==> config.mk <==
export PLATFORM = sky130hd
export DESIGN_NAME = usb_rc_dpdm
export DESIGN_NICKNAME = d
export VERILOG_FILES = /design/src/rtl/usb_rc_dpdm_pkg.sv /design/src/rtl/rc_sync_detect.sv /design/src/rtl/usb_rc_dpdm.sv
export SDC_FILE = /design/constraint.sdc
export NUM_CORES = 1
export LEC_CHECK = 0
export BUFFER_PORTS_ARGS = -buffer_cell sky130_fd_sc_hd__buf_2
export CAP_MARGIN = 10
export CORE_MARGIN = 10
export CORE_UTILIZATION = 55
export DETAILED_ROUTE_END_ITERATION = 6
export PLACE_DENSITY = 0.74
export SETUP_SLACK_MARGIN = 0.5
export SLEW_MARGIN = 20
export SYNTH_ARGS = -nofsm -noshare
export SYNTH_HDL_FRONTEND = slang
export SYNTH_SLANG_ARGS = --single-unit
==> constraint.sdc <==
create_clock -name clk -period 3.3 [get_ports clk]
set_input_delay 0.495 -clock clk [delete_from_list [all_inputs] [get_ports clk]]
set_output_delay 0.495 -clock clk [all_outputs]
set_load 0.005 [all_outputs]
==> src/rtl/usb_rc_dpdm_pkg.sv <==
// Shared line-symbol constants, receiver state encoding and SYNC pattern for usb_rc_dpdm.
package usb_rc_dpdm_pkg;
    localparam logic [1:0] SYM_J   = 2'b10;
    localparam logic [1:0] SYM_K   = 2'b01;
    localparam logic [1:0] SYM_SE0 = 2'b00;
    localparam logic [1:0] SYM_SE1 = 2'b11;

    // K,J,K,J,K,J,K,K with the oldest symbol in the MSBs
    localparam logic [15:0] SYNC_PAT = {SYM_K, SYM_J, SYM_K, SYM_J, SYM_K, SYM_J, SYM_K, SYM_K};

    typedef enum logic [1:0] {
        ST_IDLE    = 2'd0,
        ST_HUNT    = 2'd1,
        ST_RECEIVE = 2'd2,
        ST_EOP     = 2'd3
    } rc_state_e;
endpackage

==> src/rtl/rc_sync_detect.sv <==
// SYNC matcher: seven registered symbols plus the live one form the 8-symbol window,
// so match is valid in the cycle whose edge samples the final K.
module rc_sync_detect
    import usb_rc_dpdm_pkg::*;
(
    input  logic       clk,
    input  logic       rst_n,
    input  logic       clear,
    input  logic [1:0] bus_in,
    output logic       match
);
    logic [13:0] r_hist;

    // A cleared history is all SE0, which can never alias the SYNC pattern
    always_ff @(posedge clk) begin
        if (rst_n || clear) r_hist <= '0;
        else                r_hist <= {r_hist[11:0], bus_in};
    end

    assign match = !clear && ({r_hist, bus_in} == SYNC_PAT);
endmodule

==> src/rtl/usb_rc_dpdm.sv <==
// D+/D- receive front end: hunts for SYNC, forwards J/K levels to the NRZI decoder, checks EOP.
// Define RC_DPDM_SE1_CHECK_EN to flag SE1 during a packet as an error instead of a repeated level.
module usb_rc_dpdm
    import usb_rc_dpdm_pkg::*;
(
    input  logic       clk,
    input  logic       rst_n,
    input  logic [1:0] bus_in,
    input  logic       enable,
    input  logic       receive_hshake,
    input  logic       receive_data,
    input  logic       abort,
    output logic       s_out,
    output logic       start_rc_nrzi,
    output logic       end_rc_nrzi,
    output logic       got_sync,
    output logic       EOP_error
);
    rc_state_e  r_state;
    logic [7:0] r_cnt;
    logic       r_eop_se0;
    logic       r_s_out;
    logic       r_start;
    logic       r_end;
    logic       r_sync;
    logic       r_err;
    logic       w_clear;
    logic       w_match;
    logic       w_se1_fault;
    logic [1:0] w_sym;

    assign w_clear = (r_state != ST_HUNT) || abort || enable;

    rc_sync_detect u_sync (
        .clk    (clk),
        .rst_n  (rst_n),
        .clear  (w_clear),
        .bus_in (bus_in),
        .match  (w_match)
    );

`ifdef RC_DPDM_SE1_CHECK_EN
    assign w_se1_fault = (bus_in == SYM_SE1);
    assign w_sym       = bus_in;
`else
    assign w_se1_fault = 1'b0;
    assign w_sym       = (bus_in == SYM_SE1) ? (r_s_out ? SYM_J : SYM_K) : bus_in;
`endif

    always_ff @(posedge clk) begin
        if (rst_n) begin
            r_state   <= ST_IDLE;
            r_cnt     <= '0;
            r_eop_se0 <= 1'b0;
            r_s_out   <= 1'b1;
            r_start   <= 1'b0;
            r_end     <= 1'b0;
            r_sync    <= 1'b0;
            r_err     <= 1'b0;
        end else begin
            r_start <= 1'b0;
            r_end   <= 1'b0;
            r_sync  <= 1'b0;
            r_err   <= 1'b0;
            if (abort || enable) begin
                r_state <= ST_IDLE;
            end else begin
                case (r_state)
                    ST_IDLE: begin
                        if (receive_hshake || receive_data) r_state <= ST_HUNT;
                    end
                    ST_HUNT: begin
                        if (bus_in == SYM_J || bus_in == SYM_K) r_s_out <= (bus_in == SYM_J);
                        if (w_match) begin
                            r_sync  <= 1'b1;
                            r_start <= 1'b1;
                            r_cnt   <= '0;
                            r_state <= ST_RECEIVE;
                        end
                    end
                    ST_RECEIVE: begin
                        if (w_se1_fault) begin
                            r_err   <= 1'b1;
                            r_state <= ST_IDLE;
                        end else if (w_sym == SYM_SE0) begin
                            // A handshake is exactly 8 raw bits; anything else is a bad end
                            r_end     <= 1'b1;
                            r_err     <= receive_hshake && (r_cnt != 8'd8);
                            r_eop_se0 <= 1'b0;
                            r_state   <= ST_EOP;
                        end else begin
                            r_s_out <= (w_sym == SYM_J);
                            if (r_cnt != 8'hFF) r_cnt <= r_cnt + 8'd1;
                        end
                    end
                    ST_EOP: begin
                        if (w_se1_fault) begin
                            r_err   <= 1'b1;
                            r_state <= ST_IDLE;
                        end else if (!r_eop_se0) begin
                            if (w_sym == SYM_SE0) begin
                                r_eop_se0 <= 1'b1;
                            end else begin
                                r_err   <= 1'b1;
                                r_state <= ST_IDLE;
                            end
                        end else begin
                            if (w_sym != SYM_J) r_err <= 1'b1;
                            r_state <= ST_IDLE;
                        end
                    end
                    default: r_state <= ST_IDLE;
                endcase
            end
        end
    end

    assign s_out         = r_s_out;
    assign start_rc_nrzi = r_start;
    assign end_rc_nrzi   = r_end;
    assign got_sync      = r_sync;
    assign EOP_error     = r_err;
endmodule

* Word-level counts from Yosys, hierarchy flattened
Index checks and enable logic that the tools add are counted.
Storage, ports and cells: register bits 29, latch bits 0, RAM bits 0, ROM bits 0, input port bits 8, output and inout bits 5, logic and storage cells 76, memories 0
Operators by class: add/subtract/negate cells 1, $mul 0, divide/modulo/power cells 0, magnitude comparators 0, eq/ne operators 19, shift-type cells 0, muxes and demuxes 25, bitwise logic cells 3, reductions and logical operators 20
Operator list (number):
- 2-to-1 mux 8 bit | 3
- equality test 16 x 15 -> 1 bit, second input constant | 1
- case mux 8 bit (2 select lines) | 1
- 2-to-1 mux 2 bit | 7
- inequality test 2 bit, second input constant | 6
- equality test 2 bit, second input constant | 5
- 2-to-1 mux 1 bit | 10
- adder 8 x 1 -> 8 bit, second input constant | 1
- inequality test 8 x 4 -> 1 bit, second input constant | 1
- inequality test 8 bit, second input constant | 1
- case mux 2 bit (4 select lines) | 1
- AND reduction 4 bit | 2
- logical OR 1 bit | 6
- case mux 1 bit (2 select lines) | 3
- OR reduction 3 bit | 2
- AND reduction 5 bit | 1
- equality test 2 x 1 -> 1 bit, second input constant | 2
- zero test 2 bit | 2
- inequality test 2 x 1 -> 1 bit, second input constant | 2
- nonzero test 2 bit | 2
- inequality test 3 bit, second input constant | 1
- inverter 1 bit | 3
- AND reduction 3 bit | 1
- logical AND 1 bit | 2
- other kinds (2) | 2

* Logic depth before layout (Yosys ltp)
depth in word-level cells 7, gate-level depth with buffers 9, mapped depth without buffers 7

* Modules after synthesis
Synthesis repeated with hierarchy kept, for this count alone.
Second synthesis, totals: cell total of the unflattened synthesis 150, area, all modules 1408.9 um^2
By module, submodules not included:
- usb_rc_dpdm | instances 1, cells each 114, area each 972.2 um^2, sequential area each 300.3 um^2
- rc_sync_detect | instances 1, cells each 36, area each 436.7 um^2, sequential area each 280.3 um^2

* Worst setup path before layout
No wires, ideal clock.
kind reg2reg, from register r_state[1], to register r_cnt[5], library setup time 0.070 ns, data arrival time 1.858 ns, required time 3.230 ns, slack 1.372 ns, stages on the path, launching flop included 8, buffers on the path 0, period minus slack after synthesis 1.928 ns, cell sequence dfxtp_1 -> inv_1 -> ha_1 -> nand4b_2 -> nor4b_4 -> a21oi_2 -> or4_1 -> a21oi_1
On the way: word-level cells in the longest chain between the ends 7, elaborated cells between the ends (all ways) 13, classes of those cells eq/ne: 6; mux: 1; reduce/logical: 6
RTL lines:
- from (decl) | line usb_rc_dpdm.sv:19 | rc_state_e r_state;
- from (signal assigned) | line usb_rc_dpdm.sv:52 | r_state <= ST_IDLE;
- from (signal assigned) | line usb_rc_dpdm.sv:66 | r_state <= ST_IDLE;
- from (signal assigned) | line usb_rc_dpdm.sv:70 | if (receive_hshake || receive_data) r_state <= ST_HUNT;
- inequality test 2 x 1 -> 1 bit | line usb_rc_dpdm.sv:32 | assign w_clear = (r_state != ST_HUNT) || abort || enable;
- logical OR 1 bit (2 in series) | line usb_rc_dpdm.sv:32
- zero test 1 bit | line rc_sync_detect.sv:20 | assign match = !clear && ({r_hist, bus_in} == SYNC_PAT);
- logical AND 1 bit | line rc_sync_detect.sv:20
- inequality test 2 x 1 -> 1 bit (no line)
- AND reduction 5 bit (no line)
- to (signal assigned) | line usb_rc_dpdm.sv:93 | if (r_cnt != 8'hFF) r_cnt <= r_cnt + 8'd1;
- to (decl) | line usb_rc_dpdm.sv:20 | logic [7:0] r_cnt;
Parallel ways exist; a longest one is shown, timed or not. A chain may end at the register's enable or synchronous reset.

* Worst setup path after layout
Same ends and word-level chain as after synthesis.

==> impl_metrics.py <==
metrics = {
    "outcome": {
        "outcome": "finished clean",
    },
    "timing": {
        "slew_violations": 0,
        "post-route-period-util_pct": 72.5,
        "worst_pin_slew_ps": 762,
        "slew_headroom_pct": 48.9,
        "finalHoldViolations": 0,
        "post-route-min-period_ps": 2390,
        "skew_ps": 8.75,
        "tns_ps": 0,
        "clock.fmax_ghz": 0.418,
        "rsz0062_at_grt": "no",
        "finalSetupViolCount": 0,
    },
    "yosys": {
        "netlist_top_cells_area": "dfxtp_1 (41%), ha_1 (9.6%), and3_1 (5.7%), a21oi_1 (3.2%), nand2_1 (3.2%)",
        "async_reset_ff_share_pct": 0,
        "yosysMostFrequentCell": "dfxtp_1",
        "synth_warnings": 0,
        "netlist_top_cells_count": "dfxtp_1 (29), and3_1 (13), nand2_1 (12)",
        "synth_seq_cells": 29,
        "avgSynthCellArea_um2": 9.10,
        "synth_top_flop_cell": "dfxtp_1",
        "yosysTopAreaCell": "dfxtp_1",
        "syn-instance-count": 157,
        "yosysTopAreaCellShare_pct": 40.6,
        "synthDistinctLibCells": 37,
        "syn_nets": 176,
        "syn_area_um2": 1430,
        "synth_seq_area_share_pct": 40.6,
        "synth-edff-count": 0,
    },
    "pwr": {
        "irDropWorstVdd_mv": 0.356,
        "p_leak_nw": 0.669,
        "power_density_nw_per_um2": 418,
    },
    "setup_path": {
        "r2r-start": "r_state[1]",
        "critPathKind": "reg2reg",
        "critPathMaxFanout": 18,
        "end_kind": "register",
        "r2r_slack_ps": 910,
        "rr_worst_depth": 7,
        "r2r_end": "r_cnt[5]",
        "worstPathArrival_ps": 2650,
        "start_kind": "register",
        "cp.required_ps": 3560,
    },
    "clocking": {
        "cts_resized": 0,
        "cts_htree_levels": 2,
        "insertion_delay_ps": 330,
        "clock-sinks": 29,
        "post-cts-setup-buffer-count": 0,
        "cts_hold_buf": 0,
        "cts-root-buf": "clkbuf_4",
        "clk_pin_slew_ps": 90,
        "clockBufferDepth": 2,
        "cts_tree": "built",
        "cts_inserted_buffers": 5,
    },
    "placement": {
        "gp_congestion": 0.851,
        "port_buffers": 12,
        "dp_hpwl_um": 2090,
        "post_dp_cell_area_um2": 1500,
    },
    "die": {
        "fp.dieW_um": 71.0,
        "die_area_um2": 5040,
        "fp.coreArea_um2": 2480,
        "io_pins": 13,
        "start_util_pct": 57.7,
        "rows": 18,
        "die_h_um": 71.0,
    },
    "detailed_routing": {
        "drtIter0Drc": 99,
        "wirelength_um": 2850,
        "drt_pass1_iterations": 4,
        "final_antenna_net_count": 0,
        "drcViolationCount": 0,
        "wl_per_cell_um": 14.3,
        "via_count": 1166,
        "viasPerCell": 5.83,
    },
    "global_route": {
        "overflow": 0,
        "grtUsageTotal_pct": 11.8,
        "grt_max_degree": 20,
        "grt_first_pass_wirelength_um": 4970,
        "grt_pass1_vias": 1098,
        "antenna_found_initial": 0,
    },
    "cells_and_area": {
        "n_antenna_cell": 0,
        "syn2layout_area_growth_pct": 10.3,
        "fin_area_um2": 1580,
        "nets": 189,
        "drive_gt1_share_pct": 15.9,
    },
    "worst_hold_path": {
        "worstHoldStart": "rst_n",
        "hold_path_end": "r_eop_se0",
        "whs_path_depth": 2,
        "hp-class": "in2reg",
    },
    "flow_run": {
        "drv_cap": 0,
    },
}
-- cell usage in the layout, fill, tap and decap left out, types with 4 or more instances in the layout --
master and n:
inv_1 9, nand3_1 5, ha_1 11, and3_1 13, nor2_1 11, nor3_1 6
dfxtp_1 29, o31ai_1 4, nand2_1 12, buf_2 12, a21oi_1 9, clkbuf_4 5
-- power breakdown --
group | internal, mW | total [mW] | switching [mW]
Clock | 0.154 | 0.272 | 0.118
Combinational | 0.0129 | 0.0357 | 0.0227
Sequential | 0.351 | 0.352 | 0.000971
Total | 0.518 | 0.659 | 0.141
-- layer usage --
metal  share of wire (%)  track usage (%)  up-vias
met5                   0                0        -
met1                  52             15.6      533
li1                    -                -      594
met3                 5.7             3.63        6
met4                 1.6             6.45        0
met2                  41             16.4       33
-- how the worst max path moves through the flow --
stage | start | to | slack, ps | cells after the start
2_1_floorplan | r_state[1] | r_cnt[5] | 1370 | 7
3_3_place_gp | r_state[0] | r_cnt[4] | 920 | 6
3_5_place_dp | r_state[0] | r_cnt[4] | 780 | 6
4_1_cts | r_state[0] | r_cnt[4] | 750 | 6
5_1_grt | r_state[1] | r_cnt[5] | 730 | 7
6_report | r_state[1] | r_cnt[5] | 910 | 7
-- sequential cells by signal, indices dropped and copies added, names as in the netlist --
register,count
end_rc_nrzi,1
got_sync,1
r_state,2
s_out,1
r_cnt,8
u_sync.r_hist,14
r_eop_se0,1
EOP_error,1
-- cell families after synthesis --
family,share of synthesized area [%]
DFF,40.6
buffers and inverters,4.47
adders and majority gates,9.63
AOI/OAI and AO/OA,13.8
muxes,2.19
and+or+nand+nor,29.2
-- worst max-delay path, cell delays in order (launching register included) --
cell and delay, ps:
dfxtp_1 360, inv_1 110, ha_1 490, nand4b_2 210, nor4b_4 320, a21oi_2 180, or4_1 500, a21oi_1 150
-- cell type report --
| type | count | area, µm² |
|---|---|---|
| clock buffers | 5 | 37.5 |
| clock inverters | 2 | 35.0 |
| fillers | 217 | 901 |
| inverters | 9 | 33.8 |
| multi-input cells | 112 | 785 |
| flip-flops and latches | 29 | 581 |
| well taps | 30 | 37.5 |
| repair buffers | 13 | 67.6 |
-- stage by stage --
stage               hold WS (ps)  power [mW]  worst slack [ps]  cells  utilization (%)
CTS                          458       0.667               749    200             63.6
detailed placement           462       0.395               780    193             60.7
finish                       474       0.659               907    200             63.6
global placement             458       0.394               917    193             60.7
global route                 482       0.686               729    200             63.6
floorplan                    451       0.381              1370    157                -
No activity file was read; power rests on OpenSTA's default activity.
